### src/rtl/chu_mcs_fpro_bridge.sv
// chu_mcs_fpro_bridge: registered bridge from the MicroBlaze MCS I/O bus to the
// FPro bus that feeds the MMIO and video subsystems. It runs one transaction at
// a time.
//   clk, reset (async, active-low)
//   io_*        : MCS I/O bus (strobes, byte enables, address, data, ready)
//   fp_*        : FPro bus (mmio/video selects, wr/rd strobes, word address, data)
//   bus_err     : one-cycle pulse on out-of-window, malformed or partial-byte access
module chu_mcs_fpro_bridge #(
   parameter logic [31:0] BRG_BASE = 32'hc000_0000,
   parameter int unsigned RD_WAIT  = 1
) (
   input  logic        clk,
   input  logic        reset,
   input  logic        io_addr_strobe,
   input  logic        io_read_strobe,
   input  logic        io_write_strobe,
   input  logic [3:0]  io_byte_enable,
   input  logic [31:0] io_address,
   input  logic [31:0] io_write_data,
   output logic [31:0] io_read_data,
   output logic        io_ready,
   output logic        fp_mmio_cs,
   output logic        fp_video_cs,
   output logic        fp_wr,
   output logic        fp_rd,
   output logic [20:0] fp_addr,
   output logic [31:0] fp_wr_data,
   input  logic [31:0] fp_rd_data,
   output logic        bus_err
);

   localparam int unsigned DW  = 32;
   localparam int unsigned FAW = 21;
   localparam int unsigned CW  = 4;

   typedef enum logic [1:0] {ST_IDLE, ST_ISSUE, ST_WAIT, ST_DONE} state_t;

   state_t         state_q, state_d;
   logic           wr_q, wr_d;
   logic [CW-1:0]  cnt_q, cnt_d;
   logic [FAW-1:0] fp_addr_q, fp_addr_d;
   logic [DW-1:0]  fp_wr_data_q, fp_wr_data_d;
   logic [DW-1:0]  io_read_data_q, io_read_data_d;
   logic           io_ready_q, io_ready_d;
   logic           fp_mmio_cs_q, fp_mmio_cs_d;
   logic           fp_video_cs_q, fp_video_cs_d;
   logic           fp_wr_q, fp_wr_d;
   logic           fp_rd_q, fp_rd_d;
   logic           bus_err_q, bus_err_d;

   logic req_rd_c, req_wr_c, in_win_c;
   logic unused_addr_lsb_c;

   // Byte address bits [1:0] have no meaning on a word-addressed FPro bus.
   assign unused_addr_lsb_c = ^io_address[1:0];

   // Request decode: a valid request carries exactly one direction strobe.
   assign req_rd_c = io_addr_strobe &  io_read_strobe & ~io_write_strobe;
   assign req_wr_c = io_addr_strobe & ~io_read_strobe &  io_write_strobe;
   assign in_win_c = (io_address[31:24] == BRG_BASE[31:24]);

   // Next-state and registered-output logic. FPro strobes are computed one
   // state ahead so they are flop outputs while the FSM sits in ISSUE.
   always_comb begin
      state_d        = state_q;
      wr_d           = wr_q;
      cnt_d          = cnt_q;
      fp_addr_d      = fp_addr_q;
      fp_wr_data_d   = fp_wr_data_q;
      io_read_data_d = '0;
      io_ready_d     = 1'b0;
      fp_mmio_cs_d   = 1'b0;
      fp_video_cs_d  = 1'b0;
      fp_wr_d        = 1'b0;
      fp_rd_d        = 1'b0;
      bus_err_d      = 1'b0;

      case (state_q)
         ST_IDLE: begin
            if (req_rd_c || req_wr_c) begin
               wr_d         = req_wr_c;
               fp_addr_d    = io_address[22:2];
               fp_wr_data_d = io_write_data;
               if (in_win_c) begin
                  state_d       = ST_ISSUE;
                  fp_video_cs_d = io_address[23];
                  fp_mmio_cs_d  = ~io_address[23];
                  fp_wr_d       = req_wr_c;
                  fp_rd_d       = req_rd_c;
                  // Partial writes still go out as full words but are flagged.
                  bus_err_d     = req_wr_c && (io_byte_enable != 4'b1111);
               end else begin
                  state_d    = ST_DONE;
                  io_ready_d = 1'b1;
                  bus_err_d  = 1'b1;
               end
            end else if (io_addr_strobe) begin
               bus_err_d = 1'b1;
            end
         end
         ST_ISSUE: begin
            if (wr_q) begin
               state_d    = ST_DONE;
               io_ready_d = 1'b1;
            end else begin
               state_d = ST_WAIT;
               cnt_d   = CW'(RD_WAIT);
            end
         end
         ST_WAIT: begin
            cnt_d = cnt_q - CW'(1);
            if (cnt_q == CW'(1)) begin
               state_d        = ST_DONE;
               io_ready_d     = 1'b1;
               io_read_data_d = fp_rd_data;
            end
         end
         ST_DONE: begin
            state_d = ST_IDLE;
         end
         default: begin
            state_d = ST_IDLE;
         end
      endcase
   end

   // State and output registers.
   always_ff @(posedge clk or negedge reset) begin
      if (!reset) begin
         state_q        <= ST_IDLE;
         wr_q           <= 1'b0;
         cnt_q          <= '0;
         fp_addr_q      <= '0;
         fp_wr_data_q   <= '0;
         io_read_data_q <= '0;
         io_ready_q     <= 1'b0;
         fp_mmio_cs_q   <= 1'b0;
         fp_video_cs_q  <= 1'b0;
         fp_wr_q        <= 1'b0;
         fp_rd_q        <= 1'b0;
         bus_err_q      <= 1'b0;
      end else begin
         state_q        <= state_d;
         wr_q           <= wr_d;
         cnt_q          <= cnt_d;
         fp_addr_q      <= fp_addr_d;
         fp_wr_data_q   <= fp_wr_data_d;
         io_read_data_q <= io_read_data_d;
         io_ready_q     <= io_ready_d;
         fp_mmio_cs_q   <= fp_mmio_cs_d;
         fp_video_cs_q  <= fp_video_cs_d;
         fp_wr_q        <= fp_wr_d;
         fp_rd_q        <= fp_rd_d;
         bus_err_q      <= bus_err_d;
      end
   end

   assign io_read_data = io_read_data_q;
   assign io_ready     = io_ready_q;
   assign fp_mmio_cs   = fp_mmio_cs_q;
   assign fp_video_cs  = fp_video_cs_q;
   assign fp_wr        = fp_wr_q;
   assign fp_rd        = fp_rd_q;
   assign fp_addr      = fp_addr_q;
   assign fp_wr_data   = fp_wr_data_q;
   assign bus_err      = bus_err_q;

endmodule

### config.mk
export PLATFORM = sky130hd
export DESIGN_NAME = chu_mcs_fpro_bridge
export DESIGN_NICKNAME = d
export VERILOG_FILES = /design/src/rtl/chu_mcs_fpro_bridge.sv
export SDC_FILE = /design/constraint.sdc
export NUM_CORES = 1
export LEC_CHECK = 0
export ABC_AREA = 1
export CAP_MARGIN = 0
export CORE_MARGIN = 3
export CORE_UTILIZATION = 43
export CTS_CLUSTER_DIAMETER = 40
export DETAILED_ROUTE_END_ITERATION = 16
export HOLD_SLACK_MARGIN = 0.15
export PLACE_DENSITY = 0.86
export SLEW_MARGIN = 20
export SYNTH_ARGS = -nofsm -noshare
export SYNTH_HDL_FRONTEND = slang
export SYNTH_SLANG_ARGS = --single-unit
### constraint.sdc
create_clock -name clk -period 4.4 [get_ports clk]
set_clock_uncertainty 0.05 [all_clocks]
set_input_delay 0.44 -clock clk [delete_from_list [all_inputs] [get_ports clk]]
set_output_delay 0.44 -clock clk [all_outputs]
set_load 0.01 [all_outputs]
==> flow_summary.ini, run 1 <==
[synth]
syn_avg_cell_area_sq_um = 9.17
synth_most_common_cell = inv_1
synth_top_cells_by_count = 104 x inv_1, 98 x dfrtp_1, 79 x nand2_1
postSynth.topFlopCell = dfrtp_1
number_of_enable_flip_flop_cells_after_synthesis = 0
postSynthCellCount = 421
synth_top_cell_by_area = dfrtp_1
synth.net_count = 532
synth.cell_area_sq_mm = 0.00386
flop_and_latch_count_out_of_synthesis = 98
ys_seq_area_share_pct = 63.5
ys.warnings.count = 0
yosys_top_cell_area_share_pct = 63.5
post_synth_main_area_contributors = dfrtp_1 64%, inv_1 10%, nand2_1 7.7%, o21ai_0 6.7%, nor2_1 4.4%
asyncSetResetFlopFracSynth_pct = 100
number_of_different_library_cells_in_the_post_synthesis_netlist = 20

[clock_network]
cts_tree = done
cts.sink_count = 98
clock_tree.buffer_depth = 2
tritoncts.num_buffers = 9
clk_pin_slew_ns = 0.08
clk-insertion-delay-late_ns = 0.33
cts_root_buf = clkbuf_8
postCtsResizedCells = 0
h-tree-depth = 3

[global_route]
number_of_global_route_vias_before_repair = 3349
grt_first_pass_wirelength_um = 15600
grt-ovfl-total = 0
grt_antenna_before_repair = 0
grt_util_all_layers_pct = 19.5
grt_max_degree = 69

[placed_design]
gp_congestion = 0.778
numPortBuffers = 193
place.detailed.hpwl_um = 7570

[final_layout]
final_nets = 726
drive_gt1_share_pct = 3.39
area_growth_syn_to_layout_pct = 58.1
postLayoutCoreUtil_pct = 72.1
final.fill_count = 624
num_antenna_cells = 0

[worst_hold_path]
min_from = fp_wr_data[26]
holdCritPathClass = flip-flop to flip-flop

[sta]
worst_slew_pin_slew_ns = 0.952
timing.setup.tns_ns = 0
max_slew_margin_pct = 36.3
layout_worst_path_cycle_share_pct = 54.8
maxSlewViolCount = 0
fin_crit_ns = 2.41
hold_slack_ns = 0.478
grt_setup_unrepaired = no
fmax_mhz = 415
finalSetupViolCount = 0
finalHoldViolCount = 0

[power_and_ir_drop]
combinationalPowerShare_pct = 42.3
static-leakage-power_nw = 2.96
switching_share_pct = 32.7
cell_internal_pwr_mw = 2.36
clk_network_pwr_share_pct = 17.8
ir_worst_vdd_v = 0.000295
netSwitchingPower_mw = 1.15
power.sequential.fraction_pct = 40.0
power.density_mw_per_mm2 = 575

[worst_setup_path]
critical_path_arrival_ns = 2.60
end_kind = flip-flop
crit_path_max_fanout = 68
cp-startpoint = state_q[0]
timing_worst_setup_path_type = flip-flop to flip-flop
critical_path.startpoint_type = flip-flop
reg2reg_setup_slack_ns = 1.99
endpoint_required_time_on_the_critical_path_ns = 4.59
worst_r2r_endpoint = fp_wr_data[2]
reg2reg_from = state_q[0]
destination_of_the_critical_timing_path = fp_wr_data[2]
r2r.worst_path.cells = 7

[drt]
drt_iter0_drc = 140
vias_per_cell = 4.47
vias = 3236
routed_wire_length_per_instance_um = 13.5
route.detailed.drc = 0
detail-route-antenna-nets = 0
drt_wl_total_um = 9750
detail_route.first_pass.iterations = 5

[floorplan]
effective_utilization_at_floorplan_pct = 45.6
boundaryPins = 196
placeable_core_area_sq_mm = 0.00846
dieArea_sq_mm = 0.0102
die-width_um = 101
floorplan.die.height_um = 101
std_cell_rows = 33

[job]
max-cap-violations = 0

[outcome]
run_status = finished clean
## layer usage
metal / GRT usage, % / wire length, um / vias to the layer above
met2: 33.8 / 4870 / 131
met5: 0 / 0 / -
met3: 6.64 / 934 / 11
met4: 6.42 / 136 / 0
met1: 22.5 / 3800 / 1473
li1: - / - / 1621
## through the flow
| stage | std cells | setup slack, ns | instance area (sq um) | power [mW] |
|---|---|---|---|---|
| detailed placement | 708 | 1.79 | 5880 | 2.92 |
| finish | 724 | 1.99 | 6110 | 3.51 |
| CTS | 724 | 1.98 | 6110 | 3.56 |
| floorplan | 421 | 2.84 | 3860 | 2.02 |
| global placement | 708 | 1.85 | 5880 | 2.84 |
| global route | 724 | 1.77 | 6110 | 3.76 |
## cell families (layout without fill, tap and decap cells)
family                   Yosys count  after routing  share of synthesized area, %
flip-flops                        98             98                          63.5
adder cells (fa/ha/maj)            6              6                          1.94
AO/OA/AOI/OAI                     62             62                          8.36
buffers and inverters            119            317                          12.2
XOR/XNOR                           1              1                         0.227
AND/OR/NAND/NOR                  135            135                          13.7
## what timing repair did
| action | 4_1_cts | 5_1_grt |
|---|---|---|
| hold endpoints to repair | 44 | 0 |
| hold buffers | 1 | 0 |
| endpoints found under the setup margin | 0 | 0 |
| buffers inserted | 0 | 0 |
## worst min-delay path by stage
stage	endpoint	cells past startpoint
2_1_floorplan	bus_err	0
5_1_grt	fp_wr_data[27]	2
3_5_place_dp	fp_addr[12]	1
3_3_place_gp	fp_addr[10]	1
4_1_cts	fp_wr_data[26]	2
6_report	fp_wr_data[26]	2
## power by group through the flow
stage	combinational [mW]	clock, mW	sequential, mW
floorplan	0.460	0	1.56
global placement	1.45	0	1.40
detailed placement	1.50	0	1.43
CTS	1.51	0.642	1.41
global route	1.64	0.675	1.44
finish	1.48	0.624	1.40
## area by class of cell
cell class	count	area, sq um	share of cell area [%]
Multi-Input combinational cell	204	936	15.3
Sequential cell	98	2450	40.2
Clock inverter	4	76.3	1.25
Tap cell	105	131	2.15
Clock buffer	11	141	2.32
Timing Repair Buffer	197	1970	32.3
Inverter	105	394	6.45
## worst max-delay path, cell delays in order (launching register included)
cell and delay (ns):
dfrtp_1 0.44, inv_1 0.12, ha_1 0.28, inv_2 0.10, o21ai_4 0.76, buf_12 0.33, nand2_1 0.08, o21ai_0 0.11
## registers in the layout (all words and copies together) (netlist names)
register / cells
fp_wr_data: 32
io_read_data: 32
fp_addr: 21
cnt_q: 4
state_q: 2
bus_err: 1
fp_mmio_cs: 1
fp_rd: 1
fp_video_cs: 1
fp_wr: 1
io_ready: 1
wr_q: 1
## cell usage in the layout, fill, tap and decap left out
master             n
nand3_1            5
o21ai_1            7
nand3_2            1
nand2_1           79
o22ai_1            1
buf_12             1
nor3_1             2
inv_2              1
o21ai_4            1
inv_1            104
buf_4              3
dfrtp_1           98
a21oi_1            1
nor2_1            45
o21ai_0           52
clkinv_4           1
clkinvlp_4         1
nand4_1            3
clkbuf_8          10
dlygate4sd3_1      1
clkdlybuf4s50_1  192
ha_1               6
xor2_1             1
bufinv_16          2
clkbuf_1           1
No activity file was read; power rests on OpenSTA's default activity.
==> run 2: changes to the inputs <==
--- a/config.mk
+++ b/config.mk
@@ -8,11 +8,11 @@
 export ABC_AREA = 1
 export CAP_MARGIN = 0
 export CORE_MARGIN = 3
-export CORE_UTILIZATION = 43
+export CORE_UTILIZATION = 36
 export CTS_CLUSTER_DIAMETER = 40
 export DETAILED_ROUTE_END_ITERATION = 16
 export HOLD_SLACK_MARGIN = 0.15
-export PLACE_DENSITY = 0.86
+export PLACE_DENSITY = 0.76
 export SLEW_MARGIN = 20
 export SYNTH_ARGS = -nofsm -noshare
 export SYNTH_HDL_FRONTEND = slang
==> constraint.sdc (replaced) <==
create_clock -name clk -period 2.2 [get_ports clk]
set_clock_uncertainty 0.05 [all_clocks]
set_input_delay 0.22 -clock clk [delete_from_list [all_inputs] [get_ports clk]]
set_output_delay 0.22 -clock clk [all_outputs]
set_load 0.01 [all_outputs]
==> run 2 against run 1 <==
  * Worst hold slack worse by 0.16 ns
  * Sequential cell count stayed put
  * Highest routed layer unchanged
  * Die area is 18% higher
==> flow_summary.ini, run 2 (same netlist as run 1, synthesis figures left out) <==
[floorplan]
floorplan.die.height_um = 110
boundaryPins = 196
effective_utilization_at_floorplan_pct = 37.2
dieArea_sq_mm = 0.0120
die-width_um = 110
std_cell_rows = 37
placeable_core_area_sq_mm = 0.0104

[placed_design]
placed_cells = 746
place.detailed.hpwl_um = 7310
numPortBuffers = 193
gp_congestion = 0.764
pre_cts_ws_ns = 0.293

[drt]
detail-route-antenna-nets = 0
vias = 3308
vias_per_cell = 4.34
routed_wire_length_per_instance_um = 12.5
route.detailed.drc = 0
detail_route.first_pass.iterations = 4
drt_iter0_drc = 178
drt_wl_total_um = 9560

[power_and_ir_drop]
power.density_mw_per_mm2 = 1120
static-leakage-power_nw = 3.02
ir_worst_vdd_v = 0.000497

[final_layout]
num_antenna_cells = 0
final_nets = 733
area_growth_syn_to_layout_pct = 61.5
layout_commonest_cell = clkdlybuf4s50_1
final.fill_count = 874
area.sequential_sq_mm = 0.00245
layoutNonFillerInstCount = 763
drive_gt1_share_pct = 4.78
multi_input_area_sq_um = 936
most-common-layout-cells = 192 x clkdlybuf4s50_1, 104 x inv_1, 98 x dfrtp_1, 79 x nand2_1, 52 x o21ai_0

[global_route]
grt_util_all_layers_pct = 15.7
grt_max_degree = 55
grt_antenna_before_repair = 0
number_of_global_route_vias_before_repair = 3147
grt-ovfl-total = 0
grt_first_pass_wirelength_um = 14800

[worst_setup_path]
end_kind = flip-flop
reg2reg_from = state_q[0]
delay_of_the_slowest_cell_on_the_worst_path_ns = 0.44
endpoint_required_time_on_the_critical_path_ns = 2.42
critical_path.startpoint_type = flip-flop
cp-startpoint = state_q[0]
timing_worst_setup_path_type = flip-flop to flip-flop
crit_path_max_fanout = 23
cpMaxStageDelayCell = dfrtp_1
timing.critical_path.cells = inv_1, ha_1, inv_2, o21ai_4, buf_12, nand2_1, o21ai_0
critical_path_arrival_ns = 2.09

[clock_network]
cts.sink_count = 98
clk_pin_slew_ns = 0.11
clock_tree.buffer_depth = 2
postCtsResizedCells = 0
h-tree-depth = 3
cts_tree = done
cts_root_buf = clkbuf_8
tritoncts.num_buffers = 9
clk-insertion-delay-late_ns = 0.35

[sta]
fin_crit_ns = 1.87
timing.setup.tns_ns = 0
finalSetupViolCount = 0
fmax_mhz = 534
setup_slack_ns = 0.328
finalHoldViolCount = 0
maxSlewViolCount = 0
layout_worst_path_cycle_share_pct = 85.1
grt_setup_unrepaired = no
worst_slew_pin_slew_ns = 0.727
max_slew_margin_pct = 51.5
hold_slack_ns = 0.313

[worst_hold_path]
holdCritPathClass = input pin to flip-flop
min_from = fp_rd_data[11]

[job]
max-cap-violations = 0

[outcome]
run_status = finished clean
==> run 2: per-stage QoR <==
stage	util (%)	total power, mW	instance area [sq um]
after floorplan	-	4.04	3860
after global placement	58.0	5.77	6020
after detailed placement	58.0	5.88	6020
after CTS	60.1	7.11	6230
after global routing	60.1	7.53	6230
final	60.1	7.01	6230
==> run 2: final cells by class <==
cell class / instances / share of cell area (%)
sequential: 98 / 39.3
timing repair buffer: 204 / 33.3
multi-input combinational: 204 / 15.0
inverter: 105 / 6.32
tap: 136 / 2.73
clock buffer: 9 / 1.99
clock inverter: 7 / 1.30
==> run 2: path summary, 6_finish.rpt <==
path / endpoint / slack, ns / depth (start not counted)
max: fp_addr[10] / 0.33 / 7
max in group asynchronous: fp_wr_data[31] / 1.00 / 3
min: io_read_data[11] / 0.31 / 3
min reg2reg: fp_wr_data[30] / 0.48 / 2
max reg2reg: fp_addr[10] / 0.33 / 7
min in group asynchronous: fp_wr_data[13] / 0.39 / 2
==> run 2: routing by layer <==
| metal | track usage [%] | wire [um] |
|---|---|---|
| met5 | 0 | 0 |
| met4 | 5.97 | 142 |
| met3 | 3.93 | 800 |
| met2 | 26.9 | 4900 |
| met1 | 19.1 | 3720 |
==> run 2: report_power, final <==
group	leakage (nW)	internal, mW	switching, mW	total [mW]
Sequential	1.26	2.47	0.328	2.80
Clock	0.107	0.547	0.654	1.20
Combinational	1.65	1.64	1.37	3.01
Total	3.02	4.66	2.35	7.01
==> run 2: critical path: cells and delay by family, from the launching register on <==
| family | cells | cell delay [ns] |
|---|---|---|
| flip-flops | 1 | 0.44 |
| buffers and inverters | 3 | 0.43 |
| AND/OR/NAND/NOR | 1 | 0.07 |
| adder cells (fa/ha/maj) | 1 | 0.27 |
| AO/OA/AOI/OAI | 2 | 0.52 |
==> run 2: timing repair <==
action	in CTS	in global routing
hold buffers	1	0
setup buffers	0	0
endpoints found under the hold margin	52	0
setup endpoints to repair	0	0
